## config.mk

```make
export PLATFORM = sky130hd
export DESIGN_NAME = demux_1x4_stream
export DESIGN_NICKNAME = d
export VERILOG_FILES = /design/src/rtl/demux_1x4_stream.sv
export SDC_FILE = /design/constraint.sdc
export NUM_CORES = 1
export LEC_CHECK = 0
export CAP_MARGIN = 20
export CORE_MARGIN = 1.5
export CORE_UTILIZATION = 35
export DETAILED_ROUTE_END_ITERATION = 12
export GPL_TIMING_DRIVEN = 0
export PLACE_DENSITY_LB_ADDON = 0.15
export SLEW_MARGIN = 5
export SYNTH_ARGS = -nofsm -noshare
export SYNTH_HDL_FRONTEND = slang
export SYNTH_SLANG_ARGS = --single-unit
```

## constraint.sdc

```tcl
create_clock -name clk -period 2.5 [get_ports clk]
set_clock_uncertainty 0.2 [all_clocks]
set_input_delay 0.375 -clock clk [delete_from_list [all_inputs] [get_ports clk]]
set_output_delay 0.375 -clock clk [all_outputs]
set_load 0.005 [all_outputs]
```

## src/rtl/demux_1x4_stream.sv

```systemverilog
// demux_1x4_stream: 1-to-4 packet-aware stream demultiplexer.
// Each channel has a single output register. A packet stays locked to the
// channel chosen by its first beat until the beat carrying s_last.
// Optional feature macro: DEMUX_PKT_CNT_EN enables the per-channel 16-bit
// packet counters. When it is undefined, pkt_cnt is tied to zero.
module demux_1x4_stream #(
    parameter int unsigned W = 8
) (
    input  logic           clk,
    input  logic           reset_n,
    input  logic [W-1:0]   s_data,
    input  logic [1:0]     s_sel,
    input  logic           s_valid,
    input  logic           s_last,
    output logic           s_ready,
    output logic [4*W-1:0] m_data,
    output logic [3:0]     m_valid,
    output logic [3:0]     m_last,
    input  logic [3:0]     m_ready,
    output logic [63:0]    pkt_cnt
);

    localparam int unsigned NCH = 4;
    localparam int unsigned CW  = 16;

    localparam logic [0:0] IDLE  = 1'b0;
    localparam logic [0:0] ROUTE = 1'b1;

    logic [0:0]            state_q, state_d;
    logic [1:0]            lock_ch_q, lock_ch_d;
    logic [NCH-1:0][W-1:0] data_q, data_d;
    logic [NCH-1:0]        valid_q, valid_d;
    logic [NCH-1:0]        last_q, last_d;
    logic [1:0]            tgt_ch;
    logic                  accept;

    // Target channel selection and upstream handshake.
    // The target register must be empty or draining this cycle.
    always_comb begin
        tgt_ch  = (state_q == ROUTE) ? lock_ch_q : s_sel;
        s_ready = reset_n & (~valid_q[tgt_ch] | m_ready[tgt_ch]);
        accept  = s_valid & s_ready;
    end

    // Per-channel output registers: the channel loads on an accepted beat
    // and clears its valid bit when drained.
    always_comb begin
        data_d  = data_q;
        valid_d = valid_q;
        last_d  = last_q;
        for (int k = 0; k < NCH; k++) begin
            if (accept && (tgt_ch == 2'(k))) begin
                data_d[k]  = s_data;
                last_d[k]  = s_last;
                valid_d[k] = 1'b1;
            end else if (valid_q[k] && m_ready[k]) begin
                valid_d[k] = 1'b0;
            end
        end
    end

    // Packet lock FSM. A multi-beat packet locks onto its first beat's channel.
    always_comb begin
        state_d   = state_q;
        lock_ch_d = lock_ch_q;
        case (state_q)
            IDLE: begin
                if (accept && !s_last) begin
                    state_d   = ROUTE;
                    lock_ch_d = s_sel;
                end
            end
            ROUTE: begin
                if (accept && s_last) begin
                    state_d = IDLE;
                end
            end
            default: state_d = IDLE;
        endcase
    end

    // State and channel registers.
    always_ff @(posedge clk or negedge reset_n) begin
        if (!reset_n) begin
            state_q   <= IDLE;
            lock_ch_q <= 2'd0;
            data_q    <= '0;
            valid_q   <= '0;
            last_q    <= '0;
        end else begin
            state_q   <= state_d;
            lock_ch_q <= lock_ch_d;
            data_q    <= data_d;
            valid_q   <= valid_d;
            last_q    <= last_d;
        end
    end

    assign m_data  = data_q;
    assign m_valid = valid_q;
    assign m_last  = last_q;

`ifdef DEMUX_PKT_CNT_EN
    logic [NCH-1:0][CW-1:0] cnt_q, cnt_d;

    // Count each packet once, on its last beat; each counter wraps naturally.
    always_comb begin
        cnt_d = cnt_q;
        if (accept && s_last) begin
            cnt_d[tgt_ch] = cnt_q[tgt_ch] + CW'(1);
        end
    end

    // Packet counter registers.
    always_ff @(posedge clk or negedge reset_n) begin
        if (!reset_n) begin
            cnt_q <= '0;
        end else begin
            cnt_q <= cnt_d;
        end
    end

    assign pkt_cnt = cnt_q;
`else
    assign pkt_cnt = '0;
`endif

endmodule

```

# ---- Yosys cells after proc, flatten, opt, wreduce, memory -nomap -nowiden
# Index checks and enable logic that the tools add are counted.
# Widths: inputs -> output; s select.
dict set report classes {
  reduce_logical 17
  eq_ne 3
  mux 16
  bitwise 5
  magnitude_cmp 1
}
# operator count
set ops {}
lappend ops {{$mux 1} 12}
lappend ops {{$logic_and 1x1->1} 10}
lappend ops {{$reduce_bool 2->1} 4}
lappend ops {{$bmux 1 s2} 2}
lappend ops {{$eq 2x2->1 const B} 2}
lappend ops {{$lt 2x3->1 const B} 1}
lappend ops {{$and 1x1->1} 2}
lappend ops {{$eq 2x1->1 const B} 1}
lappend ops {{$logic_not 2->1} 1}
lappend ops {{$mux 2} 1}
lappend ops {{$not 1->1} 2}
lappend ops {{$pmux 1 s2} 1}
lappend ops {{$reduce_and 2->1} 1}
lappend ops {{$logic_not 1->1} 1}
lappend ops {{$or 1x1->1} 1}
dict set report totals {
  in_bits 18
  elab_cells 56
  ff_bits 43
}

# ---- Logic depth before layout (Yosys ltp)
# Gate-level depths: netlist (run 1).
dict set report logic_depth {
  word_depth 10
  mapped_depth 6
  depth_no_buf 4
}

# ---- Worst setup path before layout (run 1)
# No wires, ideal clock.
dict set report synth_timing {
  path_type {register to register}
  startpoint {reg with a tool-made name}
  endpoint {reg data_q, in the netlist m_data[10]}
  required_time_ns 2.175
  t_arrival_ns 1.829
  stages_incl_launch_ff 7
  setup_slack_ns 0.346
  path_cell_list {dfrtp_1 > buf_6 > mux2_4 > or2_1 > buf_2 > nor3_4 > mux2_2}
}
# item line_no
set synth_rtl {}
lappend synth_rtl {{to (signal assigned)} 93} ;# data_q <= data_d;
lappend synth_rtl {{to (decl)} 31} ;# logic [NCH-1:0][W-1:0] data_q, data_d;

# ---- Worst setup path after layout (run 1)
dict set report layout_timing {
  startpoint {in reset_n}
  endpoint {reg data_q, in the netlist m_data[16]}
}
dict set report layout_between {
  elab_chain_cells 3
}
# item line_no
set layout_rtl {}
lappend layout_rtl {{from (decl)} 10} ;# input logic reset_n,
lappend layout_rtl {{$and 1x1->1} 41} ;# s_ready = reset_n & (~valid_q[tgt_ch] | m_ready[tgt_ch]);
lappend layout_rtl {{$and 1x1->1} 42} ;# accept = s_valid & s_ready;
lappend layout_rtl {{$logic_and 1x1->1} 52} ;# if (accept && (tgt_ch == 2'(k))) begin
# Every way passes these cells.
# A chain may end at the register's enable or synchronous reset.

==> results of run 1 <==
-- power breakdown --
part	internal [W]	leakage [nW]	switching, W
clock	0.000196	0.0422	0.000231
sequential	0.00103	0.523	0.000170
combinational	0.000992	1.09	0.000495
total	0.00222	1.65	0.000896
-- placed cells by master (no fill, tap or decap) --
master / Yosys / layout
buf_4: 64 / 67
conb_1: 1 / 64
clkdlybuf4s50_1: 0 / 55
dfrtp_1: 43 / 43
mux2_2: 38 / 37
mux2i_1: 7 / 6
clkbuf_8: 0 / 5
a21oi_1: 4 / 4
nand2b_1: 3 / 3
nor3_4: 1 / 3
o21ai_0: 3 / 3
mux2_4: 1 / 2
nor2b_1: 3 / 2
nand2_1: 2 / 2
buf_2: 1 / 2
o32ai_1: 2 / 2
clkbuf_1: 0 / 2
dlygate4sd3_1: 0 / 2
buf_12: 0 / 2
buf_6: 1 / 1
mux2i_2: 0 / 1
nor2b_2: 0 / 1
and2_1: 1 / 1
or2_1: 1 / 1
nor2_4: 1 / 1
inv_1: 1 / 1
or3_1: 1 / 1
nor3_1: 1 / 1
nand3_1: 1 / 1
or2_2: 1 / 1
o22ai_1: 1 / 1
clkinv_2: 0 / 1
dlygate4sd2_1: 0 / 1
clkbuf_2: 0 / 1
-- cell usage after synthesis, types with 2 or more instances --
master,number
buf_4,64
dfrtp_1,43
mux2_2,38
mux2i_1,7
a21oi_1,4
nand2b_1,3
nor2b_1,3
o21ai_0,3
nand2_1,2
nor3_2,2
o32ai_1,2
-- area by class of cell --
| type | count | area (um^2) |
|---|---|---|
| clock inverter | 1 | 5.00 |
| fill | 606 | 2950 |
| clock buffer | 7 | 76.3 |
| inverter | 1 | 3.75 |
| tap | 77 | 96.3 |
| sequential | 43 | 1080 |
| buffer | 66 | 497 |
| timing repair buffer | 65 | 652 |
| multi-input combinational | 138 | 962 |
-- what timing repair did --
item | 4_1_cts | 5_1_grt
setup buffers | 1 | 2
setup endpoints to repair | 19 | 10
hold buffers | 3 | 0
gates cloned | 0 | 0
hold endpoints to repair | 11 | 0
pin swaps | 0 | 1
gates resized for setup | 6 | 3
-- worst max-delay path, delay by kind of cell --
family                 cells  cell delay, ns
muxes                      1            0.41
buffers and inverters      3            0.78
and+or+nand+nor            2            0.81
-- how the worst min path moves through the flow --
stage                                  to  slack, ns
6_report            m_data[0]$_DFFE_PN0P_       0.31
3_5_place_dp       m_data[20]$_DFFE_PN0P_       0.08
3_3_place_gp       m_data[10]$_DFFE_PN0P_       0.29
5_1_grt            m_data[20]$_DFFE_PN0P_       0.33
4_1_cts             m_data[0]$_DFFE_PN0P_       0.31
2_1_floorplan  asynchronous set/reset pin      -0.12
-- state kept, by name (all words and copies together) (netlist names), named ones only --
| register | count |
|---|---|
| m_last | 4 |
| lock_ch_q | 2 |
| m_data | 32 |
| m_valid | 4 |
-- layer usage --
layer,global-route usage,vias to the layer above
li1,-,772
met1,0.171,723
met2,0.207,73
met3,0.0623,2
met4,0.0358,0
met5,0,-
-- through the flow --
stage / total power (W) / util / TNS, ns / setup WS (ns)
2_1_floorplan: 0.00186 / - / 0 / 0.346
4_1_cts: 0.00315 / 0.531 / 0 / 0.00822
6_report: 0.00311 / 0.533 / 0 / 0.100
5_1_grt: 0.00332 / 0.533 / 0 / 0.0207
3_3_place_gp: 0.00264 / 0.506 / -97.00 / -2.12
3_5_place_dp: 0.00266 / 0.508 / -9.20 / -0.374
-- kinds of logic after synthesis --
group / synth area share
AO/OA/AOI/OAI: 0.0258
buffers and inverters: 0.220
other: 0.00164
flip-flops: 0.472
multiplexers: 0.225
AND/OR/NAND/NOR: 0.0560
==> results.md, run 1 <==
* Max Freq at about 0.42 GHz
* CP Capture Type: register
* Synth top area cells: dfrtp_1, buf_4, mux2_2, mux2i_1, a21oi_1
* Hold path cells at 1
* Largest area contributor in the netlist: dfrtp_1
* Layout Cells excl Fill at 398
* Vias/cell at 3.94
* Final Max Tran Viols at 0
* Final hold vios at 0
* CP max stage delay at 0.59 ns
* Io pins at 123
* Setup violators final at 0
* Hold slack final at 0.308 ns
* DRC Markers at 0
* Synth Flop Type: dfrtp_1
* Area after DPL at 0.00321 mm^2
* Drt pass-1 iters at 4
* DR top layer: met4
* Rows at 29
* RSZ-0062 raised after global routing: no
* Clock buffer depth at 2
* Critical Path End: m_data[16]$_DFFE_PN0P_
* Clk sinks at 43
* Final period util at 0.960
* Met1 Wirelength at between 1500 and 2000 um
* Mapped Area at 0.00228 mm^2
* Share of cells above drive strength 1 at 0.389
* TritonCTS clock tree: done
* Worst hold path class: reg -> reg
* Global-route wire length before repair at about 7300 um
* Dpl hpwl at 3380 um
* Finished layout cell area at ~0.0034 mm^2
* CP Cell Sequence: dlygate4sd3_1 -> buf_2 -> buf_12 -> nand3_1 -> nor3_4 -> mux2_2
* Worst skew pair latency at 0.29 ns
* Hold_sp: m_data[0]$_DFFE_PN0P_
* GRT Util Overall at 0.135
* Cell count after synthesis at 185
* Max-slew headroom at 0.574
* Setup slack, reg-to-reg at about 0.2 ns
* Worst setup SP type: input pin
* Synth Register Bits at 43
* Met2 WL at approximately 2200 um
* Critical-path top delay cell: nor3_4
* Root buffer cell: clkbuf_8
* Sequential-to-total area share from yosys stat at 0.472
* Worst Path Arrival at 2.37 ns
* Core ar. at between 0.006 and 0.007 mm^2
* Clk slew on worst S/H paths at 0.08 ns
* # H-tree levels at 2
* Asr flop ratio synth at 1.00
* Tmin final at 2.40 ns
* Syn avg cell area at 12.3 um^2
* Die X at 83.7 um
* PwrDens at 925 mW/mm^2
* Initial Util at 0.361
* Vias after detailed routing at 1570
* Crit Path Class: in -> reg
* Least-Margin Pin Slew at 0.621 ns
* Top cell type's share of synthesized area at 0.472
* Routability congestion estimate from global placement at approximately 0.75
* FF-to-FF End: m_data[16]$_DFFE_PN0P_
* Post-synthesis to final-layout area growth at 47.7%
* Max cap viols at 0
* Total die area at 0.00701 mm^2
* Number of global-route vias before repair at roughly 1.4k
* Global route total overflow at 0
* Largest net degree at the start of global routing at 33
* Port Buffer Count at 58
* Final wirelength at 4750 um
* Placed Cells at between 300 and 400
* Leak at 1.65 nW
* Critical Path Fanout Max at 9
* ANT nets after route at 0
* Total CTS buffers at 5
* Yosys warns at 0
* WL met3 at 541 um
* Status: complete, no violations
* Peak VDD IR at 0.000570 V
* R2r worst-path depth at 5
* Die Span Y at around 84 um
* Final nets at between 300 and 400
* Initial detailed-routing violation count at 22
* # diodes at 0
* Crit path launch: reset_n
* Worst Path Required at 2.47 ns
* Post-synth EDFFs at 0
* Netlist cell types at 25
* Per-cell routed wire length at about 12 um
* Antenna violations before repair at 0
Power figures use the tool's default switching activity.
==> inputs of run 2 (changes only) <==
--- a/config.mk
+++ b/config.mk
@@ -5,6 +5,7 @@
 export SDC_FILE = /design/constraint.sdc
 export NUM_CORES = 1
 export LEC_CHECK = 0
+export ABC_AREA = 1
 export CAP_MARGIN = 20
 export CORE_MARGIN = 1.5
 export CORE_UTILIZATION = 35
==> results.md, run 2 <==
* Status: finished with violations
* Failing checks: design-rule violations
* Share of cells above drive strength 1 at 0.262
* Adder-Cell Fraction of Synth Area at 0
* Final nets at 406
* Syn avg cell area at 9.14 um^2
* GRT Util Overall at 0.147
* Dpl hpwl at 3960 um
* # H-tree levels at 2
* Initial detailed-routing violation count at 96
* Max-slew headroom at 0.605
* Root buffer cell: clkbuf_8
* PwrDens at ~900 mW/mm^2
* Asr flop ratio synth at 1.00
* Final Max Tran Viols at 0
* Placed Cells at between 400 and 500
* Most instantiated library cell after synthesis: buf_4
* Clk sinks at between 40 and 50
* Largest net degree at the start of global routing at 32
* Mapped Area at around 0.0023 mm^2
* Synth Register Bits at 43
* RSZ-0062 raised after global routing: no
* Final wirelength at 5120 um
* Global route total overflow at 0
* ANT nets after route at 0
* Tmin final at about 2.3 ns
* Peak VDD IR at about 0.00047 V
* Number of global-route vias before repair at roughly 1.6k
* Setup violators final at 0
* Cell count after synthesis at 257
* Layout Cells excl Fill at 466
* Final Util at 0.531
* Vias/cell at 3.92
* Yosys warns at 0
* Crit Path Class: in -> out
* TritonCTS clock tree: done
* Xor and xnor area share after synthesis at 0
* Max cap viols at 0
* Most frequent cells in the layout: buf_4, conb_1, nand2_1
* Worst setup SP type: input pin
* Worst hold path class: reg -> reg
* Rows at 29
* # diodes at 0
* Leak at 1.80 nW
* Filler cells at 599
* Max Freq at between 0.4 and 0.5 GHz
* Initial Util at 0.366
* Setup WS pre-CTS at -0.368 ns
* Synth Area in Simple Gates at 0.169
* CP Capture Type: primary output
* Worst skew pair latency at 0.29 ns
* Commonest non-fill, non-tap cell in the layout: buf_4
* Core ar. at 0.00642 mm^2
* Antenna violations before repair at 0
* Final hold vios at 0
* Post-synthesis to final-layout area growth at 45.3%
* Drt pass-1 iters at 11
* Routability congestion estimate from global placement at 0.755
* Io pins at 123
* Global-route wire length before repair at between 8000 and 9000 um
* Mux contribution to synthesized area at 0
* Vias after detailed routing at around 1.8k
* Die Span Y at around 85 um
* DRC Markers at 10
* Largest area contributor in the netlist: dfrtp_1
* Worst Path Arrival at 1.75 ns
* Critical Path Fanout Max at 31
* Post-route setup slack at between 0.15 and 0.2 ns
* Max reg flops at 32
* Post-synth EDFFs at 0
* Final period util at 0.929
* Clock buffer depth at 2
* Per-cell routed wire length at 11.0 um
* Top post-synthesis cells by count: buf_4, nand2_1, dfrtp_1
* Clk slew on worst S/H paths at 0.08 ns
* Compound-gate portion of the synthesized area at 0.111
* Least-Margin Pin Slew at 0.591 ns
* Largest family of logic cells by synthesized area: buffers and inverters
* Synth top area cells: dfrtp_1, buf_4, nand2_1, o21ai_1, nand3_4
* Netlist cell types at 19
* Total CTS buffers at 5
* Sequential-to-total area share from yosys stat at 0.458
* Synth Flop Type: dfrtp_1
* Worst Path Required at 1.92 ns
* Port Buffer Count at 57
* Total die area at 0.00721 mm^2
* Die X at 84.9 um
* Top cell type's share of synthesized area at 0.458
==> run 2: changes by cell type after synthesis, moves of 7 or more <==
cell,change
o21ai_2,+7
nand2_1,+55
mux2i_1,-7
o21ai_1,+29
mux2_2,-38
inv_1,+16
==> run 2: what timing repair did <==
item | in CTS | in global routing
hold buffers | 2 | 0
buffers inserted | 1 | 0
hold endpoints to repair | 13 | 0
endpoints found under the setup margin | 1 | 0
resized for setup | 4 | 0
==> run 2: worst max-delay path, cell delays in order <==
cell and delay, ns:
dlygate4sd3_1 0.52, buf_2 0.17, buf_12 0.21, a21boi_4 0.21, dlygate4sd2_1 0.24
==> run 2: worst paths after layout <==
check | from | end | slack [ns] | cells past startpoint
min reg2reg | m_data[24]$_DFFE_PN0P_ | m_data[24]$_DFFE_PN0P_ | 0.29 | 2
max | reset_n | s_ready | 0.18 | 5
min | m_data[24]$_DFFE_PN0P_ | m_data[24]$_DFFE_PN0P_ | 0.29 | 2
max reg2reg | register | m_data[1]$_DFFE_PN0P_ | 0.44 | 12
min in group asynchronous | reset_n | m_data[7]$_DFFE_PN0P_ | 0.42 | 3
max in group asynchronous | reset_n | m_last[0]$_DFFE_PN0P_ | 0.67 | 3
==> run 2: layer usage <==
metal / GRT usage / share of wire / vias up
met4: 0.0462 / 0.019 / 0
met5: 0 / 0 / -
li1: - / - / 949
met3: 0.0379 / 0.078 / 8
met1: 0.191 / 0.44 / 793
met2: 0.241 / 0.46 / 78
==> run 2: final cells by class <==
class / count / area [um^2] / area share
Tap cell: 77 / 96.3 / 0.0282
Sequential cell: 43 / 1080 / 0.315
Buffer: 70 / 542 / 0.159
Inverter: 18 / 70.1 / 0.0205
Timing Repair Buffer: 61 / 611 / 0.179
Clock inverter: 3 / 43.8 / 0.0128
Clock buffer: 5 / 68.8 / 0.0202
Multi-Input combinational cell: 189 / 905 / 0.265
==> run 2: cells by family after synthesis <==
kind of cell | after synthesis
DFF | 43
and+or+nand+nor | 82
buffers and inverters | 88
other | 1
AOI/OAI and AO/OA | 43
==> run 2: power by group <==
group | switching [W] | internal [W]
combinational | 0.000530 | 0.000800
clock | 0.000249 | 0.000298
sequential | 0.000176 | 0.00100
==> run 2: per-stage QoR <==
step	hold slack [ns]	TNS (ns)	power, W	instance area, um^2
after CTS	0.291	0	0.00309	3410
after global routing	0.308	0	0.00329	3410
after global placement	0.265	-70.11	0.00250	3250
after detailed placement	0.111	-2.07	0.00253	3270
final	0.287	0	0.00306	3410
after floorplan	-0.121	0	0.00176	2580
